--- config.mk ---
export PLATFORM = sky130hd
export DESIGN_NAME = dis_idm_trace
export DESIGN_NICKNAME = d
export VERILOG_FILES = /design/src/rtl/dis_idm_trace.sv
export SDC_FILE = /design/constraint.sdc
export NUM_CORES = 1
export LEC_CHECK = 0
export CAP_MARGIN = 5
export CORE_MARGIN = 2
export CORE_UTILIZATION = 25
export DETAILED_ROUTE_END_ITERATION = 8
export DONT_BUFFER_PORTS = 1
export SKIP_CTS_REPAIR_TIMING = 1
export SLEW_MARGIN = 30
export SYNTH_ARGS = -nofsm -noshare
export SYNTH_HDL_FRONTEND = slang
export SYNTH_SLANG_ARGS = --single-unit
--- constraint.sdc ---
create_clock -name clk -period 3.6 [get_ports clk]
set_clock_uncertainty 0.05 [all_clocks]
set_input_delay 0.36 -clock clk [delete_from_list [all_inputs] [get_ports clk]]
set_output_delay 0.36 -clock clk [all_outputs]
set_load 0.02 [all_outputs]
--- src/rtl/dis_idm_trace.sv ---
// dis_idm_trace: IDM port snooper with access counters and a triggered circular trace buffer.
// Define DIS_IDM_TRACE_DISPLAY_EN to print every access and state change in simulation.
module dis_idm_trace #(
    parameter int AW        = 10,
    parameter int DW        = 32,
    parameter int DEPTH     = 16,
    parameter int POST_TRIG = 4,
    parameter int CW        = 16,
    localparam int PW       = $clog2(DEPTH),
    localparam int EW       = 2 + AW + DW
) (
    input  logic          clk,
    input  logic          rst_l,
    input  logic [AW-1:0] idm_in_rwa,
    input  logic [DW-1:0] idm_in_wd,
    input  logic          idm_in_we,
    input  logic          idm_in_re,
    input  logic [DW-1:0] idm_out_rd,
    input  logic          arm,
    input  logic          trig_en,
    input  logic [AW-1:0] trig_addr,
    input  logic          tr_req,
    input  logic [PW-1:0] tr_idx,
    output logic          tr_valid,
    output logic [EW-1:0] tr_rdata,
    output logic [PW:0]   tr_count,
    output logic [1:0]    state_o,
    output logic [CW-1:0] rd_cnt,
    output logic [CW-1:0] wr_cnt,
    output logic [CW-1:0] conf_cnt
);
    typedef enum logic [1:0] {IDLE = 2'b00, ARMED = 2'b01, POST = 2'b10, FROZEN = 2'b11} state_t;

    state_t        state, state_nxt;
    logic [PW-1:0] wr_ptr;
    logic [PW-1:0] post_cnt, post_nxt;
    logic [EW-1:0] mem [DEPTH];

    logic          access, capture, count_en, hit;
    logic [EW-1:0] entry;
    logic [PW-1:0] slot;

    function automatic logic [CW-1:0] sat_inc(input logic [CW-1:0] v);
        return (&v) ? v : v + 1'b1;
    endfunction

    // arm takes priority over any access in the same cycle
    assign access   = idm_in_we | idm_in_re;
    assign capture  = access & ~arm & (state == ARMED || state == POST);
    assign count_en = access & ~arm & (state != IDLE);
    assign hit      = trig_en & (idm_in_rwa == trig_addr);
    assign entry    = {idm_in_we, idm_in_re, idm_in_rwa, idm_in_we ? idm_in_wd : idm_out_rd};
    assign slot     = wr_ptr - tr_count[PW-1:0] + tr_idx;
    assign state_o  = state;

    always_comb begin
        state_nxt = state;
        post_nxt  = post_cnt;
        if (arm) begin
            state_nxt = ARMED;
            post_nxt  = '0;
        end else if (capture) begin
            if (state == ARMED && hit) begin
                state_nxt = (POST_TRIG == 0) ? FROZEN : POST;
                post_nxt  = PW'(POST_TRIG);
            end else if (state == POST) begin
                post_nxt  = post_cnt - 1'b1;
                state_nxt = (post_cnt == PW'(1)) ? FROZEN : POST;
            end
        end
    end

    always_ff @(posedge clk or negedge rst_l) begin
        if (!rst_l) begin
            state    <= IDLE;
            post_cnt <= '0;
        end else begin
            state    <= state_nxt;
            post_cnt <= post_nxt;
        end
    end

    always_ff @(posedge clk or negedge rst_l) begin
        if (!rst_l) begin
            wr_ptr   <= '0;
            tr_count <= '0;
        end else if (arm) begin
            wr_ptr   <= '0;
            tr_count <= '0;
        end else if (capture) begin
            wr_ptr   <= wr_ptr + 1'b1;
            tr_count <= (tr_count == (PW+1)'(DEPTH)) ? tr_count : tr_count + 1'b1;
        end
    end

    always_ff @(posedge clk or negedge rst_l) begin
        if (!rst_l) begin
            rd_cnt   <= '0;
            wr_cnt   <= '0;
            conf_cnt <= '0;
        end else if (arm) begin
            rd_cnt   <= '0;
            wr_cnt   <= '0;
            conf_cnt <= '0;
        end else if (count_en) begin
            if (idm_in_re & ~idm_in_we) rd_cnt <= sat_inc(rd_cnt);
            if (idm_in_we & ~idm_in_re) wr_cnt <= sat_inc(wr_cnt);
            if (idm_in_we & idm_in_re) conf_cnt <= sat_inc(conf_cnt);
        end
    end

    // storage is never reset; tr_count gates visibility of stale slots
    always_ff @(posedge clk) begin
        if (capture) mem[wr_ptr] <= entry;
    end

    always_ff @(posedge clk or negedge rst_l) begin
        if (!rst_l) begin
            tr_valid <= 1'b0;
            tr_rdata <= '0;
        end else begin
            tr_valid <= tr_req;
            if (tr_req)
                tr_rdata <= (arm || {1'b0, tr_idx} >= tr_count) ? '0 : mem[slot];
            else
                tr_rdata <= '0;
        end
    end

`ifdef DIS_IDM_TRACE_DISPLAY_EN
    always @(posedge clk) begin
        if (rst_l && access)
            $display("%0t dis_idm_trace: state=%s kind=%b addr=%h data=%h",
                     $time, state.name(), entry[EW-1:EW-2], idm_in_rwa, entry[DW-1:0]);
        if (rst_l && state_nxt != state)
            $display("%0t dis_idm_trace: %s -> %s", $time, state.name(), state_nxt.name());
    end
`endif
endmodule

==> flow_metrics.py, run 1 <==
metrics = {
    "floorplan": {
        "rows": 132,
        "die-width_um": 365.7,
        "ioPinCount": 195,
        "start_util_pct": 25.23,
        "die_h_um": 365.7,
        "dieArea_um2": 133700,
        "coreArea_um2": 129600,
    },
    "critical_path": {
        "cp_top_family": "adder cells",
        "critical_path.max_fanout": 17,
        "rr_startpoint": "wr_ptr[1]",
        "crit_slowest_cell": "fa_4",
        "crit_buf_inv": 4,
        "crit_required_ns": 4.00,
        "cp_cell_sequence": "inv_1, fa_1, inv_1, fa_4, buf_12, buf_4, mux4_2, mux2_2, o21ai_1, a211oi_1",
        "arrival_ns": 3.85,
        "worstSetupStartpointType": "flop",
        "crit_top_cell": "inv_1",
        "slowest_delay_ns": 0.89,
        "endpoint_kind": "flop",
        "path_class": "flop to flop",
        "crit_start": "wr_ptr[1]",
    },
    "clock_tree": {
        "cts_made_buffers": 84,
        "cts_root_buf": "clkbuf_16",
        "insertion_delay_ns": 0.64,
        "cts_tree": "built",
        "clkTransAtPathRegs_ns": 0.06,
        "clkSinkCount": 812,
        "htree_levels": 3,
        "clock_tree.buffer_depth": 3,
    },
    "placement": {
        "place_inst": 3420,
        "routabilityCongestion": 0.7809,
        "port_buffers": 0,
        "dpl_cell_area_um2": 35680,
        "dp_hpwl_um": 46260,
    },
    "routing": {
        "vias": 16610,
        "dr.pass1.iters": 5,
        "drcViolationCount": 0,
        "vias_per_cell": 4.611,
        "drt_wl_total_um": 83370,
        "ant_nets": 0,
        "initialDrtViolationCount": 1277,
        "wl_per_cell_um": 23.14,
    },
    "global_routing": {
        "first_global_vias": 17400,
        "grt_max_degree": 109,
        "met3_usage_pct": 2.577,
        "use_met1_pct": 14.95,
        "use_met2_pct": 21.61,
        "grt_pass1_wl_um": 120800,
        "antenna_found_initial": 4,
        "grtUsageTotal_pct": 12.16,
        "overflow": 0,
        "grt_busiest_layer": "met2",
    },
    "synth": {
        "ys.flop_type": "edfxtp_1",
        "synth_common_cells": "edfxtp_1, mux4_2, dfrtp_1",
        "ys_warn_count": 0,
        "yosysSeqAreaShare_pct": 72.90,
        "syn-cell-area_um2": 32710,
        "synth_cells": 1691,
        "ys_seq_elements": 812,
        "netlist-cell-type-count": 58,
        "synth_top_area_share_pct": 64.64,
        "async_flop_share_pct": 13.30,
        "synth.most_common_cell": "edfxtp_1",
        "ys_top_cells_by_area": "edfxtp_1, mux4_2, dfrtp_1",
        "synth_edf_count": 704,
        "synth_area_leader_cell": "edfxtp_1",
        "syn_nets": 1811,
        "syn_avg_cell_area_um2": 19.34,
    },
    "layout": {
        "area_delta_synth_final_pct": 18.61,
        "num-fill-cells": 12500,
        "final_cells": 3603,
        "nets": 1910,
        "fin_util_pct": 29.92,
        "post-route-cell-area_um2": 38790,
        "num_antenna_cells": 0,
        "drive_gt1_share_pct": 27.08,
    },
    "sta": {
        "relSlewSlack_pct": 42.14,
        "hold_viol_final": 0,
        "final-max-slew-violation-count": 0,
        "setup_viol": 0,
        "rsz0062_at_grt": "yes",
        "finalSetupTns_ns": 0,
        "tightest_slew_ns": 0.8679,
        "finalCriticalPeriod_ns": 3.448,
        "fin_crit_sh_pct": 95.76,
        "max_freq_ghz": 0.2901,
    },
    "outcome": {
        "outcome": "complete, no violations",
    },
    "flow_run": {
        "maxCapViolations": 0,
    },
    "worst_hold_path": {
        "hold_class": "input pin to flop",
        "hp-start": "arm",
    },
    "power_and_ir_drop": {
        "vdd.ir_drop.worst_uv": 414.6,
        "powerDensity_nw_per_um2": 628.4,
        "p_leak_nw": 12.38,
        "total_power_mw": 24.38,
    },
}
==> cells by family after synthesis <==
group                    after synthesis  share of synthesized area (%)
adder cells (fa/ha/maj)               25                          1.025
AND/OR/NAND/NOR                      236                          3.856
multiplexers                         256                          14.86
buffers and inverters                118                          1.882
XOR/XNOR                              60                          1.699
AO/OA/AOI/OAI                        184                          3.780
flip-flops                           812                          72.90
==> routing by layer <==
metal | vias up | share of wire, %
met5 | - | 0.012
met3 | 121 | 6.2
met1 | 8982 | 40
met2 | 459 | 52
li1 | 7048 | -
met4 | 2 | 1.7
==> worst reg2reg max path, delay by kind of cell (launching register included) <==
kind | cells | cell delay (ns)
DFF | 1 | 0.34
AOI/OAI and AO/OA | 2 | 0.26
buffers and inverters | 4 | 0.51
muxes | 2 | 0.74
adders and majority gates | 2 | 1.38
==> path summary, 6_finish.rpt <==
kind	cells past startpoint	slack (ns)	endpoint
hold / removal	2	0.03	conf_cnt[13]
setup / recovery	10	0.15	tr_rdata[41]
min in group asynchronous	2	0.29	conf_cnt[13]
setup reg to reg	10	0.15	tr_rdata[41]
max in group asynchronous	2	2.64	tr_rdata[18]
hold reg to reg	2	0.52	post_cnt[1]
==> per-stage QoR <==
stage                     hold WS (ns)  worst slack [ns]
after floorplan                0.01441           -0.2438
after global placement         0.01762          -0.06129
after detailed placement       0.01727          -0.04551
after CTS                      -0.6887          0.003126
after global routing           0.02047         -0.008479
final                          0.03462            0.1525
==> cell usage in the layout (no fill, tap or decap), types with 6 or more instances in the layout <==
cell type      netlist  routed
a211oi_1            98      97
a21oi_1             13      13
buf_12               0      40
buf_4                6      42
clkbuf_1            30      20
clkbuf_16            0      87
clkbuf_8             0       8
clkinv_1             1      10
clkinv_2             0      15
dfrtp_1            108     108
dlygate4sd3_1        0      14
edfxtp_1           704     704
ha_1                22      21
inv_1               25      25
mux2_2              74      74
mux4_2             176     176
nand2_1             27      27
nand2b_1             6       6
nand3_1             19      19
nand4_1             15      15
nor2_1              73      57
nor2_4               0      16
nor2b_1             46      45
nor3_1              10       9
nor4_1              11      11
o21ai_1             52      52
xnor2_1             32      32
xor2_1              24      24
==> where the power goes <==
part	total [mW]	internal [mW]	switching, mW
logic	5.07	2.57	2.50
clock network	8.72	4.99	3.73
registers	10.6	10.4	0.156
total	24.4	18.0	6.39
==> flip-flops by register name, indices dropped and copies added (netlist names), 2 cells and up <==
register and count:
wr_cnt 16, mem 704, rd_cnt 16, post_cnt 4
wr_ptr 4, conf_cnt 16, tr_count 5, state_o 2
tr_rdata 44
==> cell type report <==
cell class / instances / area, µm² / area share [%]
Timing Repair Buffer: 103 / 1414 / 3.645
Clock buffer: 114 / 2337 / 6.025
Sequential cell: 812 / 23840 / 61.46
Clock inverter: 43 / 467.9 / 1.206
Inverter: 28 / 105.1 / 0.2709
Multi-Input combinational cell: 761 / 8447 / 21.77
Tap cell: 1742 / 2180 / 5.618
(Power assumes the default switching activity.)
==> run 2, diff against run 1 <==
SKIP_LAST_GASP = 1   (was not set)
SLEW_MARGIN = not set   (was 30)
clock period = 4.4 ns   (was 3.6 ns; I/O delays follow)
==> run 2 against run 1 <==
  * Count of clock-buffer cells in the layout decreased by 2
  * Routed wire length decreased by 1.7%
  * Power decreased by 20%
  * Die area unchanged
  * Global-route usage decreased by 0.18 points
  * First-iteration DRC count increased by 16%
  * Register-to-register slack improved by 0.51 ns
  * Final cell count decreased by 1.2%
  * Critical path type unchanged
  * Clock power decreased by 20%
  * Sequential share of layout area increased by 1.1 points
  * Core utilization decreased by 0.53 points
==> flow_metrics.py, run 2 (synthesis gave the netlist of run 1 again) <==
metrics = {
    "sta": {
        "relSlewSlack_pct": 15.40,
        "holdWs_ns": 0.06579,
        "tightest_slew_ns": 1.269,
        "final-max-slew-violation-count": 0,
        "rsz0062_at_grt": "no",
        "setup_viol": 0,
        "max_freq_ghz": 0.2676,
        "finalCriticalPeriod_ns": 3.737,
        "finalSetupTns_ns": 0,
        "fin_crit_sh_pct": 84.92,
        "hold_viol_final": 0,
    },
    "global_routing": {
        "first_global_vias": 17260,
        "use_met1_pct": 14.42,
        "grt_pass1_wl_um": 119000,
        "antenna_found_initial": 2,
        "grt_max_degree": 109,
        "grtUsageTotal_pct": 11.98,
        "use_met2_pct": 21.58,
        "overflow": 0,
        "met3_usage_pct": 2.486,
        "grt_busiest_layer": "met2",
    },
    "floorplan": {
        "start_util_pct": 25.23,
        "ioPinCount": 195,
        "rows": 132,
        "die_h_um": 365.7,
        "coreArea_um2": 129600,
        "die-width_um": 365.7,
        "dieArea_um2": 133700,
    },
    "clock_tree": {
        "cts_root_buf": "clkbuf_16",
        "cts_made_buffers": 82,
        "insertion_delay_ns": 0.64,
        "clock_tree.buffer_depth": 3,
        "clkTransAtPathRegs_ns": 0.06,
        "cts_tree": "built",
        "clkSinkCount": 812,
        "htree_levels": 3,
    },
    "worst_hold_path": {
        "hold_end": "tr_count[0]",
        "min_delay_path_depth": 4,
        "hold_class": "input pin to flop",
        "hp-start": "arm",
    },
    "power_and_ir_drop": {
        "powerDensity_nw_per_um2": 509.9,
        "p_leak_nw": 12.05,
        "vdd.ir_drop.worst_uv": 280.1,
    },
    "layout": {
        "final_cell_mix": "edfxtp_1, mux4_2, dfrtp_1",
        "mostFrequentLayoutCell": "edfxtp_1",
        "area_delta_synth_final_pct": 16.52,
        "largest_reg_flops": 704,
        "regMostFlops": "mem",
        "nets": 1867,
        "num_antenna_cells": 0,
        "drive_gt1_share_pct": 25.55,
        "largestRegisters": "mem (704), tr_rdata (44)",
        "fin_util_pct": 29.39,
    },
    "outcome": {
        "outcome": "complete, no violations",
    },
    "critical_path": {
        "critical_path.max_fanout": 14,
        "rr_startpoint": "tr_count[2]",
        "crit_buf_inv": 2,
        "reg2reg_depth": 8,
        "arrival_ns": 4.18,
        "rrSetupSlack_ns": 0.66,
        "crit_required_ns": 4.84,
        "cp_top_family": "compound AO/OA/AOI/OAI gates",
        "slowest_delay_ns": 0.63,
        "worstSetupStartpointType": "flop",
        "crit_slowest_cell": "xor2_4",
        "crit_top_cell": "a211oi_1",
        "path_class": "flop to flop",
        "cp_cell_sequence": "fa_1, inv_1, ha_1, a21oi_2, xor2_4, buf_4, a211oi_1, a211oi_1",
        "endpoint_kind": "flop",
        "reg2reg_to": "tr_rdata[5]",
    },
    "flow_run": {
        "maxCapViolations": 0,
    },
    "routing": {
        "dr.pass1.iters": 5,
        "drt_wl_total_um": 81960,
        "vias": 16290,
        "vias_per_cell": 4.579,
        "wl_per_cell_um": 23.04,
        "drcViolationCount": 0,
        "initialDrtViolationCount": 1487,
        "ant_nets": 0,
    },
    "placement": {
        "port_buffers": 0,
        "dp_hpwl_um": 44280,
        "routabilityCongestion": 0.7609,
    },
}
==> run 2: final cells by class <==
cell class / count / area [µm²]
fill: 12560 / 91540
sequential: 812 / 23840
multi-input combinational: 761 / 8431
clock buffer: 112 / 2315
tap: 1742 / 2180
timing repair buffer: 62 / 828.3
clock inverter: 41 / 409.1
inverter: 28 / 105.1
==> run 2: routing by layer <==
layer	wire, µm	up-vias
met4	1602	0
li1	-	6951
met2	42920	444
met5	0	-
met3	4446	95
met1	32990	8802
==> run 2: through the flow <==
step	std cells	instance area [µm²]	power [mW]	setup WS, ns
after detailed placement	3389	35190	12.64	0.6009
after global placement	3389	35190	12.58	0.5269
after CTS	3542	37920	19.64	0.5630
after floorplan	1691	32710	11.66	0.5562
after global routing	3558	38110	20.21	0.5022
final	3558	38110	19.43	0.6635
==> run 2: worst max path at each step <==
stage	startpoint	end	slack [ns]	cells past startpoint
6_report	tr_count[2]	tr_rdata[5]	0.66	8
5_1_grt	tr_count[2]	tr_rdata[5]	0.50	8
4_1_cts	tr_count[2]	tr_rdata[5]	0.56	8
3_5_place_dp	tr_count[2]	tr_rdata[5]	0.60	8
3_3_place_gp	tr_count[2]	tr_rdata[5]	0.53	8
2_1_floorplan	state_o[0]	mem[11][0]	0.56	6
==> run 2: worst min-delay path: stages <==
cell and delay (ns):
nand2b_1 0.08, nor4_1 0.06, nand2_1 0.06, o21ai_1 0.05
==> run 2: where the power goes <==
part           switching [mW]  total, mW  internal [mW]  leakage [nW]
sequential              0.130       8.67           8.54          7.84
clock                    3.00       6.97           3.97          1.34
combinational            1.97       3.80           1.83          2.87
total                    5.10       19.4           14.3          12.1
==> run 3, diff against run 2 <==
clock period = 3.5 ns   (was 4.4 ns; I/O delays follow)
==> run 3 against run 2 <==
  * Routed wire length grew 1.2%
  * Register-to-register slack lost 0.63 ns
  * Critical endpoint unchanged
  * Combinational power grew 43%
  * Sequential power up 26%
  * Maximum frequency is 7.8% higher
  * Power up 32%
  * Global-route usage increased by 0.054 points
==> flow_metrics.py, run 3 (synthesis gave the netlist of run 1 again) <==
metrics = {
    "placement": {
        "port_buffers": 0,
        "routabilityCongestion": 0.7795,
        "pre_cts_slack_ns": -0.02715,
        "dp_hpwl_um": 46480,
    },
    "routing": {
        "initialDrtViolationCount": 1687,
        "wl_per_cell_um": 22.90,
        "drcViolationCount": 0,
        "ant_nets": 0,
        "vias_per_cell": 4.591,
        "drt_wl_total_um": 82980,
        "vias": 16630,
        "dr.pass1.iters": 5,
    },
    "sta": {
        "hold_viol_final": 0,
        "finalCriticalPeriod_ns": 3.466,
        "tightest_slew_ns": 1.115,
        "final-max-slew-violation-count": 0,
        "fin_crit_sh_pct": 99.02,
        "max_freq_ghz": 0.2885,
        "setup_ws_ns": 0.03439,
        "relSlewSlack_pct": 25.07,
        "rsz0062_at_grt": "yes",
        "finalSetupTns_ns": 0,
        "setup_viol": 0,
    },
    "layout": {
        "regMostFlops": "mem",
        "nets": 1930,
        "drive_gt1_share_pct": 28.09,
        "multi_input_area_um2": 8487,
        "area_delta_synth_final_pct": 19.18,
        "mostFrequentLayoutCell": "edfxtp_1",
        "num-fill-cells": 12450,
        "final_cell_mix": "edfxtp_1, mux4_2, dfrtp_1",
        "largestRegisters": "mem (704), tr_rdata (44)",
        "seq_area_um2": 23840,
        "largest_reg_flops": 704,
    },
    "clock_tree": {
        "clock_tree.buffer_depth": 3,
        "cts_made_buffers": 86,
        "cts_tree": "built",
        "cts_root_buf": "clkbuf_16",
        "insertion_delay_ns": 0.66,
        "htree_levels": 3,
        "clkTransAtPathRegs_ns": 0.06,
        "clkSinkCount": 812,
    },
    "power_and_ir_drop": {
        "p_clk_share_pct": 36.1,
        "total_power_mw": 25.56,
        "p_comb_share_pct": 21.3,
        "powerDensity_nw_per_um2": 655.8,
        "vdd.ir_drop.worst_uv": 388.0,
        "switching_share_pct": 25.85,
        "seqPwrFrac_pct": 42.6,
        "p_int_mw": 18.95,
        "power.net_switching_mw": 6.608,
        "p_leak_nw": 12.48,
    },
    "global_routing": {
        "antenna_found_initial": 2,
        "first_global_vias": 17370,
        "grtUsageTotal_pct": 12.03,
        "overflow": 0,
        "grt_max_degree": 109,
        "grt_pass1_wl_um": 119500,
    },
    "floorplan": {
        "die_h_um": 365.7,
        "coreArea_um2": 129600,
        "die-width_um": 365.7,
        "ioPinCount": 195,
        "rows": 132,
        "dieArea_um2": 133700,
        "start_util_pct": 25.23,
    },
    "outcome": {
        "outcome": "complete, no violations",
    },
    "critical_path": {
        "critical_path.max_fanout": 8,
        "path_class": "flop to flop",
        "endpoint_kind": "flop",
        "arrival_ns": 3.89,
        "crit_required_ns": 3.92,
        "worstSetupStartpointType": "flop",
    },
    "worst_hold_path": {
        "hold_class": "input pin to flop",
    },
    "flow_run": {
        "maxCapViolations": 0,
    },
}
## run 3: cell types whose count changed in the layout (fill, tap and decap cells not counted), sizes merged, moves of 4 or more
| cell | previous run | this run |
|---|---|---|
| buf | 48 | 103 |
| clkinv | 31 | 37 |
| inv | 32 | 28 |
| bufinv | 4 | 10 |
## run 3: final cells by class
type                       count  area share [%]
multi-input combinational    761           21.77
clock buffer                 110           5.910
inverter                      28          0.2728
timing repair buffer         121           3.762
sequential                   812           61.17
antenna                        1        0.006420
clock inverter                48           1.515
tap                         1742           5.592
## run 3: path summary, 6_finish.rpt
check / cells after the start / slack (ns) / startpoint / end
worst max-delay path: 11 / 0.03 / wr_ptr[1] / tr_rdata[5]
worst min-delay path: 3 / 0.005 / idm_in_we / rd_cnt[2]
worst max register to register: 11 / 0.03 / wr_ptr[1] / tr_rdata[5]
worst min register to register: 2 / 0.52 / post_cnt[1] / post_cnt[1]
max in group asynchronous: 2 / 2.51 / rst_l / tr_rdata[17]
min in group asynchronous: 2 / 0.30 / rst_l / tr_rdata[7]
## run 3: worst max-delay path, stage by stage, from the launching register on
cell      delay (ns)
dfrtp_1         0.35
inv_2           0.05
fa_1            0.53
inv_2           0.06
fa_4            0.90
buf_12          0.19
buf_12          0.15
buf_4           0.11
mux4_2          0.48
mux2_4          0.27
o21ai_2         0.13
a211oi_2        0.05
## run 3: routing by layer
layer  part of all wire (%)  vias up  global-route usage, %
li1                       -     7078                      -
met1                     40     8891                  14.56
met2                     51      519                  21.33
met3                    6.5      144                  2.725
met4                    2.4        2                  3.433
met5                 0.0096        -                      0
## run 3: through the flow
| step | cells | hold slack, ns | cell area [µm²] | util [%] |
|---|---|---|---|---|
| 4_1_cts | 3587 | -0.7117 | 38490 | 29.69 |
| 6_report | 3623 | 0.004813 | 38980 | 30.06 |
| 5_1_grt | 3622 | 0.007298 | 38980 | 30.06 |
| 3_5_place_dp | 3429 | 0.006633 | 35600 | 27.46 |
| 3_3_place_gp | 3429 | 0.007910 | 35600 | 27.46 |
| 2_1_floorplan | 1691 | 0.004409 | 32710 | - |
## run 3: power groups by stage
stage | clock [mW] | combinational [mW] | sequential, mW
after CTS | 9.47 | 5.10 | 10.9
after global placement | 0 | 5.01 | 11.1
after global routing | 9.83 | 5.83 | 10.9
final | 9.23 | 5.44 | 10.9
after detailed placement | 0 | 5.07 | 11.1
after floorplan | 0 | 3.61 | 11.0
